$ cat src/rtl/counter_pkg.sv
// -----------------------------------------------------------------------------
// counter_pkg
// Shared definitions for the J/K modulo counter:
//   - default width and modulus
//   - op_e: the action selected at a clock edge, in priority order
//   - clamp_load(): saturates a load value into the count range
// -----------------------------------------------------------------------------
package counter_pkg;

  localparam int DEFAULT_WIDTH   = 4;
  localparam int DEFAULT_MODULUS = 10;

  // Action taken at the next rising edge, highest priority first.
  typedef enum logic [1:0] {
    OP_CLEAR,
    OP_LOAD,
    OP_COUNT,
    OP_HOLD
  } op_e;

  // Loads at or above the modulus saturate to the top of the range.
  function automatic logic [31:0] clamp_load(input logic [31:0] d,
                                             input int unsigned modulus);
    if (d < modulus) return d;
    return modulus - 1;
  endfunction

endpackage : counter_pkg

$ cat src/rtl/jk_ff.sv
// -----------------------------------------------------------------------------
// jk_ff
// Single J/K flip-flop with synchronous active-low clear.
// Ports:
//   clk  in  rising-edge clock
//   clr  in  synchronous clear, active-low (q <- 0)
//   j    in  set / toggle input
//   k    in  reset / toggle input
//   q    out registered state
// j/k: 00 hold, 01 reset, 10 set, 11 toggle.
// -----------------------------------------------------------------------------
module jk_ff (
  input  logic clk,
  input  logic clr,
  input  logic j,
  input  logic k,
  output logic q
);

  // NOTE: state is written with non-blocking assignments so every flop in the
  // bank samples the pre-edge value of its neighbours' outputs.
  always_ff @(posedge clk) begin
    if (!clr) begin
      q <= 1'b0;
    end else begin
      unique case ({j, k})
        2'b00:   q <= q;
        2'b01:   q <= 1'b0;
        2'b10:   q <= 1'b1;
        default: q <= ~q;
      endcase
    end
  end

endmodule : jk_ff

$ cat src/rtl/jk_mod_counter.sv
// -----------------------------------------------------------------------------
// jk_mod_counter
// Synchronous modulo-MODULUS up/down counter built from a bank of jk_ff cells.
// The next count is chosen by priority (clear, load, count, hold); each cell
// is then driven in toggle form so it flips exactly where q and next differ.
// Ports:
//   clk   in  rising-edge clock
//   clr   in  synchronous clear, active-low (q <- 0, wrap <- 0)
//   en    in  count enable
//   up    in  direction: 1 increment, 0 decrement
//   load  in  parallel load strobe (overrides en/up)
//   d     in  load value, saturated to MODULUS-1
//   q     out current count (flip-flop outputs), always in 0..MODULUS-1
//   tc    out terminal count: a wrap happens at the next edge (combinational)
//   wrap  out registered one-cycle pulse following a wrapping edge
// -----------------------------------------------------------------------------
module jk_mod_counter
  import counter_pkg::*;
#(
  parameter int WIDTH   = DEFAULT_WIDTH,
  parameter int MODULUS = DEFAULT_MODULUS
) (
  input  logic             clk,
  input  logic             clr,
  input  logic             en,
  input  logic             up,
  input  logic             load,
  input  logic [WIDTH-1:0] d,
  output logic [WIDTH-1:0] q,
  output logic             tc,
  output logic             wrap
);

  // Compares are done one bit wider so MODULUS = 2^WIDTH still fits LAST.
  localparam logic [WIDTH:0] LAST = (WIDTH+1)'(MODULUS - 1);
  localparam logic [WIDTH:0] ONE  = (WIDTH+1)'(1);

  op_e              op;
  logic [WIDTH:0]   q_ext;
  logic [WIDTH:0]   nxt_ext;
  logic [WIDTH-1:0] nxt;
  logic [WIDTH-1:0] toggle;
  logic             at_last;
  logic             at_zero;
  logic             wrap_nxt;

  assign q_ext   = {1'b0, q};
  assign at_last = (q_ext == LAST);
  assign at_zero = (q_ext == '0);

  // Action selection in priority order.
  always_comb begin
    if (!clr)      op = OP_CLEAR;
    else if (load) op = OP_LOAD;
    else if (en)   op = OP_COUNT;
    else           op = OP_HOLD;
  end

  // NOTE: every output of this block gets a default first, so no path through
  // the case leaves a variable unassigned and no latch is inferred.
  always_comb begin
    nxt_ext  = q_ext;
    wrap_nxt = 1'b0;
    unique case (op)
      // Clearing is done by the cells' own clr; keep j=k=0 meanwhile.
      OP_CLEAR: nxt_ext = q_ext;
      OP_LOAD:  nxt_ext = (WIDTH+1)'(clamp_load(32'(d), MODULUS));
      OP_COUNT: begin
        if (up) begin
          if (at_last) begin
            nxt_ext  = '0;
            wrap_nxt = 1'b1;
          end else begin
            nxt_ext  = q_ext + ONE;
          end
        end else begin
          if (at_zero) begin
            nxt_ext  = LAST;
            wrap_nxt = 1'b1;
          end else begin
            nxt_ext  = q_ext - ONE;
          end
        end
      end
      default:  nxt_ext = q_ext;
    endcase
  end

  // nxt_ext never exceeds LAST, so the top bit is always zero here.
  assign nxt = nxt_ext[WIDTH-1:0];

  // Toggle form: a cell flips exactly where the current and next values differ.
  assign toggle = q ^ nxt;

  for (genvar i = 0; i < WIDTH; i++) begin : g_bit
    jk_ff u_ff (
      .clk (clk),
      .clr (clr),
      .j   (toggle[i]),
      .k   (toggle[i]),
      .q   (q[i])
    );
  end

  assign tc = en & ~load & ((up & at_last) | (~up & at_zero));

  // NOTE: clear is sampled on the clock edge only (synchronous), matching the
  // flip-flop cells, so q and wrap leave reset on the same edge.
  always_ff @(posedge clk) begin
    if (!clr) wrap <= 1'b0;
    else      wrap <= wrap_nxt;
  end

  // The field is only a carrier for the compare width; nothing else reads it.
  logic unused_top;
  assign unused_top = nxt_ext[WIDTH];

endmodule : jk_mod_counter

$ cat config.mk
export PLATFORM = sky130hd
export DESIGN_NAME = jk_mod_counter
export DESIGN_NICKNAME = d
export VERILOG_FILES = /design/src/rtl/counter_pkg.sv /design/src/rtl/jk_ff.sv /design/src/rtl/jk_mod_counter.sv
export SDC_FILE = /design/constraint.sdc
export NUM_CORES = 1
export LEC_CHECK = 0
export ABC_AREA = 1
export CAP_MARGIN = 20
export CORE_AREA = 3 3 40 42
export CTS_BUF_LIST = sky130_fd_sc_hd__clkbuf_2 sky130_fd_sc_hd__clkbuf_4 sky130_fd_sc_hd__clkbuf_8
export DETAILED_ROUTE_END_ITERATION = 8
export DIE_AREA = 0 0 43 45
export DONT_BUFFER_PORTS = 1
export PLACE_DENSITY = 0.64
export SLEW_MARGIN = 20
export SYNTH_ARGS = -nofsm -noshare
export SYNTH_HDL_FRONTEND = slang
export SYNTH_HIERARCHICAL = 1
export SYNTH_SLANG_ARGS = --single-unit
$ cat constraint.sdc
create_clock -name clk -period 2.4 [get_ports clk]
set_clock_uncertainty 0.15 [all_clocks]
set_input_delay 0.12 -clock clk [delete_from_list [all_inputs] [get_ports clk]]
set_output_delay 0.12 -clock clk [all_outputs]
set_load 0.01 [all_outputs]
==> flow_summary_export.csv <==
group,metric,value,unit
worst_setup_path,crit_type,"register to register",
sta,hold_viol,0,
logic_synthesis,yosysWarnings,6,
logic_synthesis,yosys.area.top_type,"ha_1",
floorplan,die_h,45,µm
route,num_vias,738,
worst_setup_path,worst-path-max-fanout,7,
job,drv_cap,0,
layout,nets,151,
power_and_ir_drop,power.switching,254.3,µW
layout,synthToLayoutAreaGrowth,16.67,%
cts,clock-sinks,5,
route,wl,1.559,mm
layout,regArea,101.3,µm²
worst_hold_path,min_path_type,"input pin to register",
worst_setup_path,worstPathRequired,2.37,ns
worst_setup_path,worst_ep_arrival_time,2.16,ns
floorplan,floorplan.initialDensity,0.5316,
logic_synthesis,synthCells,119,
sta,fin_setup_tns,0,ns
logic_synthesis,netlist_area,683.2,µm²
cts,cts_max_level,1,
power_and_ir_drop,combPwrFrac,0.573,
placement,globalplace.congestion,0.7856,
logic_synthesis,synth_fp_nets,139,
sta,rsz0062_at_grt,"no",
route,drc,0,
power_and_ir_drop,ir_drop,0.4325,mV
route,wl_per_cell,10.75,µm
route,drt-pass1-iter-count,6,
layout,final_cell_mix,"nand2_1, inv_1, nor2_1",
cts,cts_buffers,3,
power_and_ir_drop,internal-power,301.7,µW
cts,clockBufferDepth,2,
sta,tightest_slew,0.3608,ns
route,viasPerCell,5.090,
layout,multiInputGateArea,504.2,µm²
power_and_ir_drop,pwr-share-seq,0.232,
sta,setup_violations,0,
sta,slew_headroom,0.7576,
layout,final_cell_area,797.0,µm²
power_and_ir_drop,p_leak,0.4186,nW
logic_synthesis,yosysSeqAreaShare,0.1465,
placement,io_buffers,0,
global_routing,grt.total_usage,0.1907,
sta,drv_slew,0,
floorplan,rows,13,
logic_synthesis,synth_cell_types,15,
floorplan,ios,15,
layout,final_common_cell,"nand2_1",
global_routing,grt_pass1_vias,664,
global_routing,grt_pass1_wl,2.753,mm
logic_synthesis,synth_top_cell_area_share,0.2015,
worst_setup_path,startpoint_type,"register",
floorplan,dieWidth,43,µm
layout,fillers,134,
sta,post-route-min-period,2.185,ns
floorplan,dieArea,1935,µm²
power_and_ir_drop,power.clock.fraction,0.196,
route,first_iter_violations,10,
layout,diodes,0,
layout,drive_gt1_frac,0.1231,
global_routing,antenna_found_initial,0,
worst_setup_path,rrSetupSlack,0.21,ns
run_status,status,"completed",
sta,post-route-period-util,0.9105,
cts,clk_latency,0.24,ns
sta,max_freq,457.6,MHz
route,antenna_left,0,
global_routing,grt_max_degree,9,
cts,cts_tree,"done",
logic_synthesis,avgSynthCellArea,5.741,µm²
worst_setup_path,worstSetupEndpointType,"register",
cts,clockRootBuffer,"clkbuf_4",
logic_synthesis,ys_ff_latch,5,
power_and_ir_drop,powerDensity,697.7,nW/µm²
placement,dp_hpwl,1.212,mm
cts,post-cts-setup-buffers,0,
power_and_ir_drop,p_sw_frac,0.4574,
placement,place_area,732.0,µm²
global_routing,overflow,0,
logic_synthesis,synth_area_leaders,"ha_1, nand2_1, dfxtp_1",
floorplan,core,1285,µm²
cts,path_clk_slew,0.05,ns
## routing by layer
layer | vias up | share of wire | GRT usage
met5 | - | 0 | 0
met4 | 0 | 0.013 | 0.09036
met3 | 4 | 0.070 | 0.04382
met2 | 25 | 0.46 | 0.3174
met1 | 310 | 0.46 | 0.2337
li1 | 399 | - | -
## logic make-up (layout without fill, tap and decap cells)
kind of cell             after synthesis  after routing  share of synthesized area
AND/OR/NAND/NOR                       70             70                     0.4432
buffers and inverters                 22             33                     0.1209
adder cells (fa/ha/maj)               11             11                     0.2015
AO/OA/AOI/OAI                         11             11                    0.08789
flip-flops                             5              5                     0.1465
## flip-flops by register name (all words and copies together), names as in the netlist
name	flops
wrap	1
g_bit.u_ff/q	4
## power by group through the flow
stage          Clock, mW  Sequential [mW]  Combinational (mW)
2_1_floorplan          0            0.146               0.215
3_3_place_gp           0            0.127               0.301
3_5_place_dp           0            0.129               0.310
4_1_cts            0.113            0.127               0.316
5_1_grt            0.118            0.133               0.378
6_report           0.109            0.129               0.318
## synthesized netlist by cell type, drive strengths merged
cell	instances
nand2	33
ha	11
nand4	4
dfxtp	5
nor3	1
nand3	13
inv	22
nor2	19
o211ai	2
o21ai	8
a21oi	1
## through the flow
stage	utilization	instances	power (mW)	hold slack, ns	setup WS, ns
4_1_cts	0.6164	145	0.5566	0.04266	0.1122
3_3_place_gp	0.5696	138	0.4282	0.1167	0.2061
5_1_grt	0.6203	145	0.6292	0.07826	0.02052
3_5_place_dp	0.5696	138	0.4390	0.1191	0.1315
6_report	0.6203	145	0.5561	0.07140	0.2149
2_1_floorplan	-	119	0.3615	0.1073	0.2280
## cell type report
class | count | area share
Timing Repair Buffer | 7 | 0.07535
Sequential cell | 5 | 0.1272
Multi-Input combinational cell | 92 | 0.6327
Clock buffer | 4 | 0.03768
Inverter | 22 | 0.1036
Tap cell | 15 | 0.02355
## timing repair
| item | CTS | global route |
|---|---|---|
| gates resized for setup | 0 | 2 |
| setup endpoints to repair | 0 | 4 |
| hold buffers | 3 | 0 |
| endpoints found under the hold margin | 5 | 0 |
## critical path, cell delays in order (launching register included)
cell     delay, ns
dfxtp_2       0.39
inv_2         0.07
ha_1          0.24
nand3_1       0.13
nand2_1       0.08
o21ai_1       0.22
nand2_1       0.09
o21ai_2       0.09
inv_1         0.09
ha_1          0.29
nand2_1       0.07
nand2_1       0.04
nor2_1        0.08
nor2_1        0.04
## worst paths after layout
path,start,end,cells past startpoint
min,up,wrap,4
max reg2reg,g_bit[0].u_ff/q,g_bit[1].u_ff/q,13
min reg2reg,g_bit[1].u_ff/q,g_bit[1].u_ff/q,3
max,g_bit[0].u_ff/q,g_bit[1].u_ff/q,13
No activity file was read; power rests on OpenSTA's default activity.
